$ cat src/rtl/reg_scoreboard_pkg.sv
// ============================================================================
// Module      : reg_scoreboard_pkg
// Description : Shared definitions for the decode-stage register scoreboard.
//               These cover the XZR index, the register-index width, the
//               default in-flight capacity and the per-register state
//               encoding.
// Revision    : 1.0 - initial release
// ============================================================================
`default_nettype none

package reg_scoreboard_pkg;

    localparam int         SB_IDX_W            = 5;
    localparam logic [4:0] SB_XZR              = 5'd31;
    localparam int         SB_DEF_MAX_INFLIGHT = 4;

    // Per-register controller state; a busy_vec bit equals (state == REG_PENDING).
    typedef enum logic {
        REG_IDLE    = 1'b0,
        REG_PENDING = 1'b1
    } sb_reg_state_e;

    // XZR is the zero register: it is never tracked as a source or destination.
    function automatic logic sb_is_real(input logic [SB_IDX_W-1:0] idx);
        return (idx != SB_XZR);
    endfunction

endpackage

`default_nettype wire

$ cat src/rtl/sb_hazard_check.sv
// ============================================================================
// Module      : sb_hazard_check
// Description : Combinational RAW/WAW hazard detection against the pending
//               write vector.
//   busy_vec          in   pending-write bit per register
//   dec_use_rn/dec_rn in   first source
//   dec_use_r2/dec_r2 in   second source
//   dec_reg_write/rd  in   destination
//   wb_valid/wb_rd    in   same-cycle writeback (SB_WB_BYPASS_EN only)
//   hazard            out  instruction must wait
// Config      : SB_WB_BYPASS_EN masks a same-cycle writeback out of busy_vec.
// Revision    : 1.0 - initial release
// ============================================================================
`default_nettype none

module sb_hazard_check
    import reg_scoreboard_pkg::*;
#(
    parameter int NUM_REGS = 32
) (
    input  logic [NUM_REGS-1:0] busy_vec,
    input  logic                dec_use_rn,
    input  logic [4:0]          dec_rn,
    input  logic                dec_use_r2,
    input  logic [4:0]          dec_r2,
    input  logic                dec_reg_write,
    input  logic [4:0]          dec_rd,
`ifdef SB_WB_BYPASS_EN
    input  logic                wb_valid,
    input  logic [4:0]          wb_rd,
`endif
    output logic                hazard
);

    logic [NUM_REGS-1:0] w_busy_eff;

`ifdef SB_WB_BYPASS_EN
    // The register file writes before it reads within a cycle, so a register
    // completing this cycle can already be consumed (or rewritten).
    logic [NUM_REGS-1:0] w_wb_mask;
    assign w_wb_mask  = (wb_valid && sb_is_real(wb_rd))
                      ? ({{(NUM_REGS-1){1'b0}}, 1'b1} << wb_rd) : '0;
    assign w_busy_eff = busy_vec & ~w_wb_mask;
`else
    assign w_busy_eff = busy_vec;
`endif

    assign hazard = (dec_use_rn    && sb_is_real(dec_rn) && w_busy_eff[dec_rn])
                  | (dec_use_r2    && sb_is_real(dec_r2) && w_busy_eff[dec_r2])
                  | (dec_reg_write && sb_is_real(dec_rd) && w_busy_eff[dec_rd]);

endmodule

`default_nettype wire

$ cat src/rtl/reg_scoreboard.sv
// ============================================================================
// Module      : reg_scoreboard
// Description : Decode-stage issue controller. Tracks the destinations of
//               in-flight writes and holds a decoded instruction while it has
//               a RAW/WAW hazard or while in-flight capacity is exhausted.
//   clk, rst_n        in   clock, synchronous active-low reset
//   dec_*             in   decoded instruction fields; dec_ready out
//   wb_valid, wb_rd   in   writeback completion
//   issue_fire        out  registered issue strobe (1-cycle latency)
//   busy_vec          out  pending-write bit per register
//   inflight_cnt      out  outstanding writes
//   stall_cnt         out  saturating count of stalled decode cycles
//   wb_err            out  sticky: writeback to a non-busy register
// Config      : define SB_WB_BYPASS_EN to let a same-cycle writeback clear
//               hazards and free capacity immediately.
// Revision    : 1.0 - initial release
// ============================================================================
`default_nettype none

module reg_scoreboard
    import reg_scoreboard_pkg::*;
#(
    parameter int NUM_REGS     = 32,
    parameter int MAX_INFLIGHT = SB_DEF_MAX_INFLIGHT,
    parameter int STALL_W      = 16
) (
    input  logic                                clk,
    input  logic                                rst_n,
    input  logic                                dec_valid,
    output logic                                dec_ready,
    input  logic [4:0]                          dec_rn,
    input  logic [4:0]                          dec_r2,
    input  logic                                dec_use_rn,
    input  logic                                dec_use_r2,
    input  logic                                dec_reg_write,
    input  logic [4:0]                          dec_rd,
    input  logic                                wb_valid,
    input  logic [4:0]                          wb_rd,
    output logic                                issue_fire,
    output logic [NUM_REGS-1:0]                 busy_vec,
    output logic [$clog2(MAX_INFLIGHT+1)-1:0]   inflight_cnt,
    output logic [STALL_W-1:0]                  stall_cnt,
    output logic                                wb_err
);

    localparam int               CNT_W   = $clog2(MAX_INFLIGHT + 1);
    localparam logic [CNT_W-1:0] c_MAX   = CNT_W'(MAX_INFLIGHT);
    localparam logic [CNT_W-1:0] c_ONE   = {{(CNT_W-1){1'b0}}, 1'b1};
    localparam logic [STALL_W-1:0] c_SONE = {{(STALL_W-1){1'b0}}, 1'b1};
    localparam logic [NUM_REGS-1:0] c_BIT0 = {{(NUM_REGS-1){1'b0}}, 1'b1};

    logic [NUM_REGS-1:0] r_busy;
    logic [CNT_W-1:0]    r_cnt;
    logic [STALL_W-1:0]  r_stall;
    logic                r_issue_fire;
    logic                r_wb_err;

    logic                w_hazard;
    logic                w_full;
    logic                w_ready;
    logic                w_fire;
    logic                w_wr_real;
    logic                w_wb_real;
    logic                w_wb_hit;
    logic                w_wb_bad;
    logic                w_set;
    logic [NUM_REGS-1:0] w_set_mask;
    logic [NUM_REGS-1:0] w_clr_mask;

    sb_hazard_check #(
        .NUM_REGS      (NUM_REGS)
    ) u_hazard (
        .busy_vec      (r_busy),
        .dec_use_rn    (dec_use_rn),
        .dec_rn        (dec_rn),
        .dec_use_r2    (dec_use_r2),
        .dec_r2        (dec_r2),
        .dec_reg_write (dec_reg_write),
        .dec_rd        (dec_rd),
`ifdef SB_WB_BYPASS_EN
        .wb_valid      (wb_valid),
        .wb_rd         (wb_rd),
`endif
        .hazard        (w_hazard)
    );

    assign w_wr_real = dec_reg_write && sb_is_real(dec_rd);
    assign w_wb_real = wb_valid && sb_is_real(wb_rd);
    assign w_wb_hit  = w_wb_real &&  r_busy[wb_rd];
    assign w_wb_bad  = w_wb_real && !r_busy[wb_rd];

`ifdef SB_WB_BYPASS_EN
    // A slot released by this cycle's writeback may be reused immediately.
    assign w_full = w_wr_real && (r_cnt == c_MAX) && !w_wb_hit;
`else
    assign w_full = w_wr_real && (r_cnt == c_MAX);
`endif

    // Ready is independent of dec_valid so decode can look ahead.
    assign w_ready = !w_hazard && !w_full;
    assign w_fire  = dec_valid && w_ready;
    assign w_set   = w_fire && w_wr_real;

    assign w_set_mask = w_set    ? (c_BIT0 << dec_rd) : '0;
    assign w_clr_mask = w_wb_hit ? (c_BIT0 << wb_rd)  : '0;

    always_ff @(posedge clk) begin
        if (!rst_n) begin
            r_busy       <= '0;
            r_cnt        <= '0;
            r_stall      <= '0;
            r_issue_fire <= 1'b0;
            r_wb_err     <= 1'b0;
        end else begin
            // Set after clear: a bypassed rewrite of wb_rd keeps it pending.
            r_busy       <= (r_busy & ~w_clr_mask) | w_set_mask;
            r_issue_fire <= w_fire;

            // Simultaneous issue and retire leave the count unchanged.
            if (w_set && !w_wb_hit && (r_cnt != c_MAX)) begin
                r_cnt <= r_cnt + c_ONE;
            end else if (!w_set && w_wb_hit && (r_cnt != '0)) begin
                r_cnt <= r_cnt - c_ONE;
            end

            if (dec_valid && !w_ready && (r_stall != '1)) begin
                r_stall <= r_stall + c_SONE;
            end

            if (w_wb_bad) begin
                r_wb_err <= 1'b1;
            end
        end
    end

    assign dec_ready    = w_ready;
    assign issue_fire   = r_issue_fire;
    assign busy_vec     = r_busy;
    assign inflight_cnt = r_cnt;
    assign stall_cnt    = r_stall;
    assign wb_err       = r_wb_err;

endmodule

`default_nettype wire

$ cat config.mk
export PLATFORM = sky130hd
export DESIGN_NAME = reg_scoreboard
export DESIGN_NICKNAME = d
export VERILOG_FILES = /design/src/rtl/reg_scoreboard_pkg.sv /design/src/rtl/sb_hazard_check.sv /design/src/rtl/reg_scoreboard.sv
export SDC_FILE = /design/constraint.sdc
export NUM_CORES = 1
export LEC_CHECK = 0
export CORE_MARGIN = 2
export CORE_UTILIZATION = 56
export CTS_CLUSTER_DIAMETER = 80
export DETAILED_ROUTE_END_ITERATION = 7
export GPL_TIMING_DRIVEN = 0
export MAX_ROUTING_LAYER = met4
export PLACE_DENSITY = 0.95
export SYNTH_ARGS = -nofsm -noshare
export SYNTH_HDL_FRONTEND = slang
export SYNTH_SLANG_ARGS = --single-unit
export TNS_END_PERCENT = 30
$ cat constraint.sdc
create_clock -name clk -period 10.1 [get_ports clk]
set_input_delay 3.03 -clock clk [delete_from_list [all_inputs] [get_ports clk]]
set_output_delay 3.03 -clock clk [all_outputs]
set_load 0.005 [all_outputs]
==> results.sh, run 1 <==
export IMPL_multi_input_area_um2=2550
export IMPL_drc_errors=0
export IMPL_clk_latency_ns=0.31
export IMPL_clkTransAtPathRegs_ns=0.09
export IMPL_min_path_cells=2
export IMPL_max_slew_margin_rel_pct=46.7
export IMPL_power_ir_vdd_worst_mv=0.0752
export IMPL_syn_to_final_growth_pct=24.9
export IMPL_io_buffers=75
export IMPL_die_height_um=86.3
export IMPL_period_needed_ns=9.14
export IMPL_dp_hpwl_um=9050
export IMPL_wire_per_inst_um=20.7
export IMPL_fin_nets=539
export IMPL_track_usage_pct=33.3
export IMPL_cp_max_fo=10
export IMPL_cts_buffers=5
export IMPL_worst_path_buf_inv=3
export IMPL_rsz0062_at_grt="false"
export IMPL_seq_area_frac_synth_pct=28.0
export IMPL_syn_inst=428
export IMPL_die_w_um=86.3
export IMPL_synth_edff_count=0
export IMPL_coreArea_um2=6460
export IMPL_dieArea_um2=7440
export IMPL_cp_top_family="buffers and inverters"
export IMPL_gp_congestion=1.02
export IMPL_tns_ns=0
export IMPL_p_clk_share_pct=29.5
export IMPL_critPathMostFrequentCell="clkdlybuf4s50_1"
export IMPL_setup_ws_ns=0.958
export IMPL_cp_num_cells=9
export IMPL_cp_arrival_ns=6.11
export IMPL_seq_area_um2=1060
export IMPL_final_common_cell="clkdlybuf4s50_1"
export IMPL_slowest_delay_ns=0.59
export IMPL_crit_start="dec_rd[0]"
export IMPL_grt_max_degree=17
export IMPL_period_share_pct=90.5
export IMPL_antennaDiodeCount=0
export IMPL_ys_warn_count=0
export IMPL_final_core_util_pct=73.3
export IMPL_totalPowerFinal_uw=434
export IMPL_p_leak_nw=1.70
export IMPL_post_cts_resized=0
export IMPL_ant_nets=0
export IMPL_maxCapViolations=0
export IMPL_viasPerCell=6.73
export IMPL_htreeDepth=2
export IMPL_critPathRequiredTime_ns=7.07
export IMPL_path_cells="clkdlybuf4s50_1 > clkbuf_1 > nor2b_1 > a22oi_1 > a32oi_1 > nand3_1 > o21ai_0 > and2_2 > clkdlybuf4s50_1"
export IMPL_max_freq_mhz=109
export IMPL_combPwrFrac_pct=20.6
export IMPL_cts_sinks=53
export IMPL_cts_root_buffer="clkbuf_8"
export IMPL_power_density_nw_per_um2=91.7
export IMPL_grt_pass1_wl_um=18800
export IMPL_hp_start="wb_err"
export IMPL_final_cell_mix="clkdlybuf4s50_1, dfxtp_1, nand2_1, mux2i_1, o21ai_0"
export IMPL_vias=3957
export IMPL_row_count=29
export IMPL_clockBufferDepth=2
export IMPL_drive_gt1_share_pct=10.4
export IMPL_post_place_ws_ns=1.06
export IMPL_netSwitchingFraction_pct=29.0
export IMPL_first_pass_iters=5
export IMPL_hold_viol_final=0
export IMPL_outcome="finished clean"
export IMPL_setup_violations=0
export IMPL_avgSynthCellArea_um2=8.85
export IMPL_antenna_found_initial=0
export IMPL_drv_slew=0
export IMPL_io_pins=81
export IMPL_synth_seq_cells=53
export IMPL_fillCellCount=467
export IMPL_p_switching_uw=126
export IMPL_r2r_start="busy_vec[5]"
export IMPL_overflow=0
export IMPL_synth_top_area_share_pct=28.0
export IMPL_synth_top_cells_by_area="dfxtp_1, mux2i_1, mux4_2, nand2_1, o21ai_0"
export IMPL_synth_area_um2=3790
export IMPL_internal_power_uw=308
export IMPL_worst_setup_path_type="in -> out"
export IMPL_seq_power_share_pct=49.9
export IMPL_cts_hold_buf=0
export IMPL_slowest_stage="clkdlybuf4s50_1"
export IMPL_cts_tree="built"
export IMPL_cp_end_kind="primary output"
export IMPL_syn_nets=457
export IMPL_worstMarginPinSlew_ns=0.800
export IMPL_synthFlopType="dfxtp_1"
export IMPL_synthArstFlopShare_pct=0
export IMPL_grt_pass1_vias=3794
export IMPL_drtIter0Drc=431
export IMPL_reg2reg_depth=11
export IMPL_hold_path_class="reg -> reg"
export IMPL_yosysUniqueCellTypes=61
export IMPL_yosys_area_top_type="dfxtp_1"
export IMPL_worstSetupStartpointType="primary input"
export IMPL_wl_um=12200
export IMPL_cts_setup_buffers=0
export IMPL_skew_ns=0.00576
export IMPL_initial_core_util_pct=58.7
[final timing paths]
check                         end  slack (ns)
hold / removal             wb_err        0.50
setup / recovery        dec_ready        0.96
setup reg to reg  inflight_cnt[2]        5.81
hold reg to reg            wb_err        0.50
[metrics by stage]
stage,instance area [um2],std cells,hold slack (ns)
finish,4730,588,0.497
global route,4730,588,0.525
CTS,4730,588,0.505
detailed placement,4640,580,0.482
global placement,4640,580,0.463
floorplan,3790,428,0.464
[synth_stat cells (3+ instances only)]
cell type,count
nand2_1,52
and3_1,5
o21ai_0,36
nand3_1,14
buf_6,4
nor3b_4,3
mux2i_1,47
a21oi_1,35
nor2_1,23
mux2_2,3
a31oi_1,3
nor2b_1,8
nand4_1,8
buf_1,3
dfxtp_1,53
mux4_1,3
xnor2_1,5
o21a_1,3
or3_1,6
nand2b_1,13
and2_1,6
inv_1,9
nand3b_1,4
clkbuf_1,11
a22oi_1,11
mux4_2,16
[worst reg2reg max path: stages, from the launching register on]
cell     delay, ns
dfxtp_1       0.40
mux4_2        0.49
mux2_4        0.29
a221o_1       0.36
a32oi_2       0.35
nor4b_4       0.68
buf_6         0.23
nand2_1       0.07
fa_1          0.44
or3_1         0.38
mux4_2        0.46
nor2_1        0.09
[power by group through the flow]
| stage | sequential [mW] | combinational (mW) | clock (mW) |
|---|---|---|---|
| 2_1_floorplan | 0.220 | 0.0545 | 0 |
| 3_3_place_gp | 0.221 | 0.0850 | 0 |
| 3_5_place_dp | 0.221 | 0.0872 | 0 |
| 4_1_cts | 0.216 | 0.0876 | 0.128 |
| 5_1_grt | 0.217 | 0.0952 | 0.136 |
| 6_report | 0.217 | 0.0894 | 0.128 |
[cell families after synthesis]
| logic type | after synthesis | share of synthesized area, % |
|---|---|---|
| and+or+nand+nor | 163 | 24.0 |
| adders and majority gates | 2 | 0.858 |
| buffers and inverters | 33 | 4.65 |
| AOI/OAI and AO/OA | 102 | 16.0 |
| xor gates and xnor gates | 5 | 1.16 |
| DFF | 53 | 28.0 |
| muxes | 70 | 25.3 |
[layer usage]
layer	GRT usage, %	share of wire, %
met1	41.7	38
met4	14.1	2.6
met2	53.3	48
met3	5.81	12
met5	-	0
[area by class of cell]
cell class	count	area share [%]
Sequential cell	53	22.4
Clock inverter	2	0.291
Inverter	10	0.793
Tap cell	77	2.04
Timing Repair Buffer	75	15.9
Multi-Input combinational cell	342	53.9
Buffer	23	2.93
Clock buffer	6	1.74
[flip-flops by register name (all words and copies together), names as in the netlist]
signal and count:
wb_err 1, stall_cnt 16, issue_fire 1, busy_vec 32, inflight_cnt 3
No activity file was read; power rests on OpenSTA's default activity.
==> run 2, diff against run 1 <==
CAP_MARGIN = 25   (was not set)
==> results of run 2 <==
No change in the layout: final DEF, timing and power equal those of run 1.
